<file path="config.mk">
export PLATFORM = sky130hd
export DESIGN_NAME = cic_interpolator_mc
export DESIGN_NICKNAME = d
export VERILOG_FILES = /design/src/rtl/cic_pkg.sv /design/src/rtl/cic_round_sat.sv /design/src/rtl/cic_interpolator_mc.sv
export SDC_FILE = /design/constraint.sdc
export NUM_CORES = 2
export LEC_CHECK = 0
export CAP_MARGIN = 15
export CORE_MARGIN = 2
export CORE_UTILIZATION = 34
export DETAILED_ROUTE_END_ITERATION = 6
export MAX_ROUTING_LAYER = met4
export PLACE_DENSITY_LB_ADDON = 0.15
export SYNTH_ARGS = -nofsm -noshare
export SYNTH_HDL_FRONTEND = slang
export SYNTH_SLANG_ARGS = --single-unit
export TNS_END_PERCENT = 1
</file>
<file path="constraint.sdc">
create_clock -name clk -period 11.4 [get_ports clk]
set_input_delay 2.28 -clock clk [delete_from_list [all_inputs] [get_ports clk]]
set_output_delay 2.28 -clock clk [all_outputs]
set_load 0.02 [all_outputs]
</file>
<file path="src/rtl/cic_pkg.sv">
// Shared sizing helpers for the multi-channel CIC interpolator.
package cic_pkg;

  // Accumulator width that holds the worst-case integrator growth R^(N-1)
  // on top of the input word plus one bit of headroom per stage.
  function automatic int acc_width(input int isz, input int n, input int maxl);
    return isz + n + (n - 1) * maxl;
  endfunction

  // Width of the gain-normalising right shift, (N-1)*log2(R) at most.
  function automatic int sh_width(input int n, input int maxl);
    int w;
    w = $clog2((n - 1) * maxl + 1);
    return (w < 1) ? 1 : w;
  endfunction

  // Upper saturation bound for an OSZ-bit signed output.
  function automatic longint sat_max(input int osz);
    return (64'sd1 <<< (osz - 1)) - 64'sd1;
  endfunction

  // Lower saturation bound for an OSZ-bit signed output.
  function automatic longint sat_min(input int osz);
    return -(64'sd1 <<< (osz - 1));
  endfunction

endpackage

</file>
<file path="src/rtl/cic_round_sat.sv">
// One channel of the output path: normalising arithmetic shift with
// round-half-up, extra gain shift, then clip to the output word.
module cic_round_sat
  import cic_pkg::*;
#(
  parameter int ASZ = 35,
  parameter int OSZ = 16,
  parameter int SHW = 5
) (
  input  logic signed [ASZ-1:0] i_acc,
  input  logic        [SHW-1:0] i_shift,
  input  logic        [1:0]     i_gain,
  output logic signed [OSZ-1:0] o_data,
  output logic                  o_clip
);

  localparam logic signed [ASZ+3:0] MAXV = {{(ASZ+5-OSZ){1'b0}}, {(OSZ-1){1'b1}}};
  localparam logic signed [ASZ+3:0] MINV = {{(ASZ+5-OSZ){1'b1}}, {(OSZ-1){1'b0}}};

  logic signed [ASZ:0]   w_ext;
  logic signed [ASZ:0]   w_half;
  logic signed [ASZ:0]   w_sum;
  logic signed [ASZ:0]   w_shr;
  logic signed [ASZ+3:0] w_gain;

  // One extra bit keeps the rounding add from wrapping; a zero shift needs no rounding.
  always_comb begin
    w_ext  = {i_acc[ASZ-1], i_acc};
    w_half = (i_shift == '0) ? '0 : ((ASZ+1)'(1) << (i_shift - SHW'(1)));
    w_sum  = w_ext + w_half;
    w_shr  = w_sum >>> i_shift;
    w_gain = {{3{w_shr[ASZ]}}, w_shr} <<< i_gain;
  end

  // Clip to the signed output range and flag any clip.
  always_comb begin
    o_clip = 1'b0;
    o_data = w_gain[OSZ-1:0];
    if (w_gain > MAXV) begin
      o_data = MAXV[OSZ-1:0];
      o_clip = 1'b1;
    end else if (w_gain < MINV) begin
      o_data = MINV[OSZ-1:0];
      o_clip = 1'b1;
    end
  end

endmodule

</file>
<file path="src/rtl/cic_interpolator_mc.sv">
// Multi-channel CIC interpolator, ratio R = 2^rate_log2 latched on enable rise.
// Combs run on comb ticks (out_stb at phase 0) with a combinational difference
// chain over registered delays; integrator 0 absorbs the comb result on the
// tick itself, so an impulse consumed on tick T reaches out_data in the cycle
// after the NUM_STAGES-th out_stb following T (N+1 strobes counting T).
module cic_interpolator_mc
  import cic_pkg::*;
#(
  parameter int NUM_CH        = 2,
  parameter int NUM_STAGES    = 3,
  parameter int MAX_RATE_LOG2 = 8,
  parameter int ISZ           = 16,
  parameter int OSZ           = 16,
  localparam int ASZ = acc_width(ISZ, NUM_STAGES, MAX_RATE_LOG2),
  localparam int RLW = $clog2(MAX_RATE_LOG2 + 1),
  localparam int SHW = sh_width(NUM_STAGES, MAX_RATE_LOG2)
) (
  input  logic                  clk,
  input  logic                  reset_n,
  input  logic                  enable,
  input  logic [RLW-1:0]        rate_log2,
  input  logic [1:0]            gain_log2,
  input  logic                  out_stb,
  input  logic [NUM_CH*ISZ-1:0] in_data,
  input  logic                  in_valid,
  output logic                  in_ready,
  output logic [NUM_CH*OSZ-1:0] out_data,
  output logic                  out_valid,
  output logic                  underrun,
  output logic                  sat
);

  logic                          r_en_d;
  logic [RLW-1:0]                r_rate;
  logic [1:0]                    r_gain;
  logic [MAX_RATE_LOG2-1:0]      r_phase;
  logic                          r_buf_full;
  logic [NUM_CH-1:0][ISZ-1:0]    r_buf;
  logic [NUM_CH*OSZ-1:0]         r_out_data;
  logic                          r_out_valid;
  logic                          r_underrun;
  logic                          r_sat;

  logic                          w_rise;
  logic [RLW-1:0]                w_rate;
  logic [1:0]                    w_gain;
  logic [MAX_RATE_LOG2:0]        w_rmask;
  logic                          w_tick;
  logic                          w_accept;
  logic                          w_starve;
  logic [NUM_CH-1:0][ISZ-1:0]    w_in;
  logic [NUM_CH-1:0][ISZ-1:0]    w_src;
  logic [SHW-1:0]                w_shift;
  logic [NUM_CH-1:0][OSZ-1:0]    w_rs;
  logic [NUM_CH-1:0]             w_clip;

  // Config seen on the rising edge of enable is used immediately, then held.
  always_comb begin
    w_rise   = enable & ~r_en_d;
    w_rate   = w_rise ? rate_log2 : r_rate;
    w_gain   = w_rise ? gain_log2 : r_gain;
    w_rmask  = ((MAX_RATE_LOG2+1)'(1) << w_rate) - (MAX_RATE_LOG2+1)'(1);
    w_tick   = enable & out_stb & (r_phase == '0);
    w_in     = in_data;
    in_ready = enable & ~r_buf_full;
    w_accept = in_valid & in_ready;
    w_starve = w_tick & ~r_buf_full & ~in_valid;
    w_shift  = SHW'((NUM_STAGES - 1) * int'(w_rate));
    // Buffered sample first, else same-cycle bypass, else zeros.
    if (r_buf_full)    w_src = r_buf;
    else if (in_valid) w_src = w_in;
    else               w_src = '0;
  end

  // Enable edge detect and config latch.
  always_ff @(posedge clk or negedge reset_n) begin
    if (!reset_n) begin
      r_en_d <= 1'b0;
      r_rate <= '0;
      r_gain <= '0;
    end else begin
      r_en_d <= enable;
      if (w_rise) begin
        r_rate <= rate_log2;
        r_gain <= gain_log2;
      end
    end
  end

  // Output-rate phase counter, wraps at R-1.
  always_ff @(posedge clk or negedge reset_n) begin
    if (!reset_n)     r_phase <= '0;
    else if (!enable) r_phase <= '0;
    else if (out_stb) r_phase <= ({1'b0, r_phase} == w_rmask) ? '0 : r_phase + MAX_RATE_LOG2'(1);
  end

  // Single-entry input buffer: drained on every comb tick, filled between ticks.
  always_ff @(posedge clk or negedge reset_n) begin
    if (!reset_n) begin
      r_buf_full <= 1'b0;
      r_buf      <= '0;
    end else if (!enable) begin
      r_buf_full <= 1'b0;
      r_buf      <= '0;
    end else if (w_tick) begin
      r_buf_full <= 1'b0;
    end else if (w_accept) begin
      r_buf_full <= 1'b1;
      r_buf      <= w_in;
    end
  end

  for (genvar c = 0; c < NUM_CH; c++) begin : g_ch
    logic [NUM_STAGES:0][ASZ-1:0]   w_cin;
    logic [NUM_STAGES-1:0][ASZ-1:0] r_cdly;
    logic [NUM_STAGES-1:0][ASZ-1:0] r_int;

    assign w_cin[0] = {{(ASZ-ISZ){w_src[c][ISZ-1]}}, w_src[c]};
    for (genvar s = 0; s < NUM_STAGES; s++) begin : g_comb
      assign w_cin[s+1] = w_cin[s] - r_cdly[s];
    end

    // Comb delays advance on ticks; integrators advance on every strobe, zero-stuffed.
    always_ff @(posedge clk or negedge reset_n) begin
      if (!reset_n) begin
        r_cdly <= '0;
        r_int  <= '0;
      end else if (!enable) begin
        r_cdly <= '0;
        r_int  <= '0;
      end else begin
        if (w_tick) begin
          for (int s = 0; s < NUM_STAGES; s++) r_cdly[s] <= w_cin[s];
        end
        if (out_stb) begin
          r_int[0] <= r_int[0] + (w_tick ? w_cin[NUM_STAGES] : '0);
          for (int s = 1; s < NUM_STAGES; s++) r_int[s] <= r_int[s] + r_int[s-1];
        end
      end
    end

    cic_round_sat #(.ASZ(ASZ), .OSZ(OSZ), .SHW(SHW)) u_rs (
      .i_acc  ($signed(r_int[NUM_STAGES-1])),
      .i_shift(w_shift),
      .i_gain (w_gain),
      .o_data (w_rs[c]),
      .o_clip (w_clip[c])
    );
  end

  // Output register, valid pulse and sticky status flags.
  always_ff @(posedge clk or negedge reset_n) begin
    if (!reset_n) begin
      r_out_data  <= '0;
      r_out_valid <= 1'b0;
      r_underrun  <= 1'b0;
      r_sat       <= 1'b0;
    end else if (!enable) begin
      r_out_data  <= '0;
      r_out_valid <= 1'b0;
      r_underrun  <= 1'b0;
      r_sat       <= 1'b0;
    end else begin
      r_out_valid <= out_stb;
      if (out_stb) begin
        r_out_data <= w_rs;
        if (|w_clip) r_sat <= 1'b1;
      end
      if (w_starve) r_underrun <= 1'b1;
    end
  end

  assign out_data  = r_out_data;
  assign out_valid = r_out_valid;
  assign underrun  = r_underrun;
  assign sat       = r_sat;

endmodule

</file>
Word-level counts from Yosys, hierarchy flattened
Cells that the tools add are included.
{ "op_classes": {"order_cmp": 4, "add_sub_neg": 17, "n_bitwise": 10, "n_reduce_logical": 5, "n_mux": 40, "eq_ne": 8, "shift": 6} }
{ "op_table": {"columns": ["op", "count"], "rows": [
  ["$mux W105", 8],
  ["$mux W32", 7],
  ["$add A35 B35 Y35", 6],
  ["$sub A35 B35 Y35", 6],
  ["$gt A39 B16 Y1 const B", 2],
  ["$lt A39 B16 Y1 const B", 2],
  ["$sshl A39 B2 Y39", 2],
  ["$add A35 B36 Y36", 2],
  ["$sshr A36 B5 Y36", 2],
  ["$mux W35", 2],
  ["$mux W16", 4],
  ["$mux W36", 1],
  ["$shl A1 B5 Y36 const A", 1],
  ["$mux W8", 3],
  ["$mux W1", 13],
  ["$ne A2 B1 Y1 const B", 5],
  ["$eq A8 B9 Y1", 1],
  ["$shl A1 B4 Y9 const A", 1],
  ["$sub A9 B2 Y9 const B", 1],
  ["$add A8 B1 Y8 const B", 1],
  ["$logic_not A8 Y1", 1],
  ["$and A1 B1 Y1", 7],
  ["$logic_not A5 Y1", 1],
  ["$sub A5 B1 Y5 const B", 1],
  ["other kinds (7)", 10]
]} }
{ "totals": {"regBits": 503, "inputBits": 43, "output_inout_bits": 36} }

Longest topological paths before layout
{ "depth": {"word_depth": 16, "mapped_depth": 50, "mapped_depth_nobuf": 48} }

Modules after synthesis
Synthesis repeated with hierarchy kept, for this count alone.
{ "hier_totals": {"cells_unflattened": 6437, "hier_area_um2": 50897.6} }
{ "modules_own_cells": {"columns": ["mod", "cells_per_inst", "area_per_inst_um2", "seq_area_each_um2", "n_inst"], "rows": [
  ["cic_interpolator_mc", 4357, 37504.7, 11636.2, 1],
  ["cic_round_sat", 1040, 6696.4, 0.0, 2]
]} }

Worst setup path after synthesis
OpenSTA, ideal clock, no wires.
{ "synth_path": {"kind": "input to register", "startpoint": "input port in_valid", "endpoint": "register g_ch[1].r_int[34] in the netlist's numbering", "setup_ns": 0.079, "stages": 46, "setup_slack_ns": 0.278, "arrival_time_ns": 11.043, "path_buffers": 1, "path_cell_list": "nor2b_1 -> clkbuf_1 -> a22o_1 -> ha_1 -> nor2b_1 -> o21ai_0 -> a21boi_0 -> o21ai_0 -> a21oi_1 -> o21ai_0 -> a21boi_0 -> o21ai_0 -> a21boi_0 -> o21ai_0 -> a21boi_0 -> o21ai_0 -> a21boi_1 -> o21ai_0 -> [10 not listed] -> a21oi_1 -> nor2b_1 -> a311o_1 -> o211ai_1 -> nor2b_1 -> o21a_1 -> nor3_1 -> nor3_1 -> ha_1 -> and3_1 -> a21oi_1 -> o21ai_0 -> o221a_2 -> o41ai_1 -> o21ai_0 -> or2_2 -> mux2i_1 -> mux2i_1"} }
{ "synth_via": {"elab_chain_cells": 9} }
{ "synth_lines": {"columns": ["element", "line_no", "source"], "rows": [
  ["start: declaration", "cic_interpolator_mc.sv:25", "input logic in_valid,"],
  ["$mux W32", "cic_interpolator_mc.sv:71", "else if (in_valid) w_src = w_in;"],
  ["$mux W32", "cic_interpolator_mc.sv:70", "if (r_buf_full) w_src = r_buf;"],
  ["$sub A35 B35 Y35 (3 in series)", "cic_interpolator_mc.sv:120", "assign w_cin[s+1] = w_cin[s] - r_cdly[s];"],
  ["$mux W35", "cic_interpolator_mc.sv:136", "r_int[0] <= r_int[0] + (w_tick ? w_cin[NUM_STAGES] : '0);"],
  ["$add A35 B35 Y35", "cic_interpolator_mc.sv:136", null],
  ["$mux W105", "cic_interpolator_mc.sv:135", "if (out_stb) begin"],
  ["$mux W105", "cic_interpolator_mc.sv:128", "end else if (!enable) begin"],
  ["end: declaration", "cic_interpolator_mc.sv:116", "logic [NUM_STAGES-1:0][ASZ-1:0] r_int;"]
]} }
Every way passes these cells. The select of a mux whose other input is x is not followed.
A chain may end at the register's enable or synchronous reset.

Worst setup path in the final report
{ "layout_path": {"startpoint": "input port in_valid", "endpoint": "register g_ch[0].r_int[34] in the netlist's numbering"} }
{ "layout_via": {"elab_chain_cells": 9} }
{ "layout_lines": {"columns": ["element", "line_no"], "rows": [
  ["$mux W32", "cic_interpolator_mc.sv:71"],
  ["$mux W32", "cic_interpolator_mc.sv:70"],
  ["$sub A35 B35 Y35 (3 in series)", "cic_interpolator_mc.sv:120"],
  ["$mux W35", "cic_interpolator_mc.sv:136"],
  ["$add A35 B35 Y35", "cic_interpolator_mc.sv:136"],
  ["$mux W105", "cic_interpolator_mc.sv:135"],
  ["$mux W105", "cic_interpolator_mc.sv:128"],
  ["end: declaration", "cic_interpolator_mc.sv:116"]
]} }
Every way passes these cells. The select of a mux whose other input is x is not followed.

==> impl_results.md <==
* Status: finished with violations
* Failing checks: DRC
* Register share of total power at 17.8%
* FFs w/ async S/R, synth at 100%
* Post-synth top cells: 595 x nor2_1, 504 x nand2_1, 465 x dfrtp_1, 409 x ha_1, 361 x o21ai_0
* Cells after Synth at 5501
* Fin crit share at 94.0%
* Routed len/inst at 18.2 µm
* Total of max-cap violations at 0
* Area contributors post-synth: dfrtp_1 26%, ha_1 12%, nor2_1 5.0%, mux2i_1 4.5%, xnor2_1 4.3%
* Detailed Route WL at 137000 µm
* Crit Path Class: primary input to flip-flop
* Cell taking the most area after synthesis: dfrtp_1
* Depth of the CTS H-tree at 3
* Total power at 12.4 mW
* EDFF count, synth at 0
* Via count at 41000
* Layout area overhead at 16.1%
* First-pass GRT wire length at 219000 µm
* Final setup fails at 0
* Peak VDD IR at 152 µV
* Row Count at 132
* Die H at 365 µm
* DRC at 1
* Gpl congestion at 0.930
* Clock Power Share at 17.0%
* Mapped cell area at 44300 µm²
* P_leak at 23.9 nW
* Top-level I/O count at 79
* Pins Over Slew Limit at 0
* Crit path max-delay cell type: fa_1
* Die Wd at 365 µm
* CTS buffer count at 66
* Area share of the largest cell type after synthesis at 26.3%
* Setup crit end kind: flip-flop
* Layout cell share with drive strength beyond 1 at 10.4%
* Via density per instance at 5.44
* Antenna-violating nets left at 0
* #FFs+latches synth at 465
* Switch share at 43.5%
* Post-CTS Hold Fix Bufs at 0
* Worst-case clock buffer depth at 3
* Total global routing overflow at 0
* Nets@finish at 6208
* Clk pin slew, worst setup/hold paths at 0.05 ns
* DRT Pass-1 Iters at 7
* Max Fclk at 0.0933 GHz
* CP top delay family: compound AO/OA/AOI/OAI gates
* Top_reg_cell synth: dfrtp_1
* Combinational Power Share at 65.2%
* Number of buffers added on ports at 78
* Clk_lat worst skew at 0.67 ns
* PD cells at 241 nW/µm²
* GRT Total Usage at 21.0%
* Critical path required time at 11.93 ns
* CTS Sinks at 465
* Largest net degree at the start of global routing at 135
* Final Skew at 0.0296 ns
* Drt initial violations at 2861
* Post-synthesis sequential area ratio at 26.3%
* Final min period at 10.72 ns
* Slew @ Worst Pin at 1.19 ns
* Synth Warn # at 0
* Max-slew headroom at 18.7%
* Final Hold Fails at 0
* Count leader, synth: nor2_1
* Final HPWL DP at 102000 µm
* Initial Utilization at 34.2%
* Max stage delay on crit path at 0.50 ns
* Nature of the critical path startpoint: primary input
* Initial antenna violation count at 1
* Hold Crit Class: flip-flop to flip-flop
* Clk root buf: clkbuf_16
* Internal power at 7.00 mW
* Synth cell types at 98
* CORE AREA at 129000 µm²
* Arrival time worst endpoint at 11.25 ns
* Die Area at 133000 µm²
* Fin area at 51400 µm²
* P_sw at 5.40 mW
* CP Buf/Inv Count at 5
* Crit-path max FO at 8
* Placed Area at 49100 µm²
* # diodes at 0
* CTS tree: done
* Vias in the first global route at 39200
* Syn Area/Cell at 8.05 µm²
==> cell families (layout without fill, tap and decap cells) <==
group                      after synthesis  in the layout  share of synthesized area [%]
xor gates and xnor gates               328            328                           6.52
buffers and inverters                  568            854                           4.86
AOI/OAI and AO/OA                     1752           1752                           27.1
other                                    1              2                        0.00847
adders and majority gates              425            425                           12.3
and+or+nand+nor                       1749           1749                           18.0
DFF                                    465            465                           26.3
muxes                                  213            213                           4.95
==> sequential cells by signal (all words and copies together), names as in the netlist <==
signal	flops
g_ch.r_cdly	172
g_ch.r_int	210
r_en_d	1
r_buf	32
out_data	32
r_gain	2
r_phase	8
sat	1
r_rate	4
out_valid	1
underrun	1
r_buf_full	1
==> power groups by stage <==
stage                     Combinational, mW  Sequential, mW  Clock [mW]
after floorplan                        5.39            2.14           0
after global placement                 7.98            2.23           0
after detailed placement               8.02            2.24           0
after CTS                              8.06            2.21        2.20
after global routing                   9.05            2.25        2.26
final                                  8.08            2.21        2.11
==> what timing repair did <==
action,4_1_cts,5_1_grt
setup endpoints to repair,1,17
cloned,0,0
resized for setup,1,45
pin swaps,0,10
buffers inserted,0,1
==> cell usage in the layout (no fill, tap or decap), types with 109 or more instances in the layout <==
cell type	instances
nor2_1	592
ha_1	409
xor2_1	109
o31ai_1	119
a21o_1	163
mux2i_1	193
nor3_1	134
buf_4	362
nand3_1	123
inv_1	286
a21oi_1	330
nand2_1	503
xnor2_1	217
dfrtp_1	465
o21ai_0	347
==> worst paths after layout <==
path | from | end | slack (ns) | cells after the start
min in group asynchronous | reset_n | out_valid | 1.61 | 1
worst max-delay path | in_valid | g_ch[0].r_int[34] | 0.68 | 47
worst min register to register | g_ch[1].r_cdly[59] | g_ch[1].r_cdly[59] | 0.47 | 1
max in group asynchronous | reset_n | g_ch[1].r_cdly[3] | 7.59 | 3
worst min-delay path | g_ch[1].r_cdly[59] | g_ch[1].r_cdly[59] | 0.47 | 1
worst max register to register | r_buf_full | g_ch[0].r_int[34] | 2.02 | 46
==> final cells by class <==
type | instances | area (µm²)
clock buffers | 97 | 1970
clock inverters | 19 | 214
fillers | 13300 | 78100
inverters | 295 | 1110
multi-input cells | 4469 | 30700
flip-flops and latches | 465 | 11600
well taps | 1742 | 2180
repair buffers | 443 | 3560
==> per-stage QoR <==
step | TNS, ns | setup slack (ns) | cells | hold WS, ns | utilization (%)
after floorplan | 0 | 0.278 | 5502 | 0.450 | -
after global placement | -3.32 | -0.597 | 7413 | 0.459 | 37.9
after detailed placement | -4.20 | -0.692 | 7413 | 0.465 | 37.9
after CTS | 0 | 0.0203 | 7529 | 0.478 | 39.6
after global routing | -0.0476 | -0.0476 | 7530 | 0.484 | 39.7
final | 0 | 0.683 | 7530 | 0.474 | 39.7
==> routing by layer <==
layer	vias to the layer above	routed length [µm]	share of wire, %	GRT usage (%)
met2	871	62500	46	33.5
li1	20700	-	-	-
met5	-	0	0	-
met4	0	3940	2.9	5.97
met1	19200	65700	48	27.9
met3	214	5090	3.7	2.37
No activity file was read; power rests on OpenSTA's default activity.
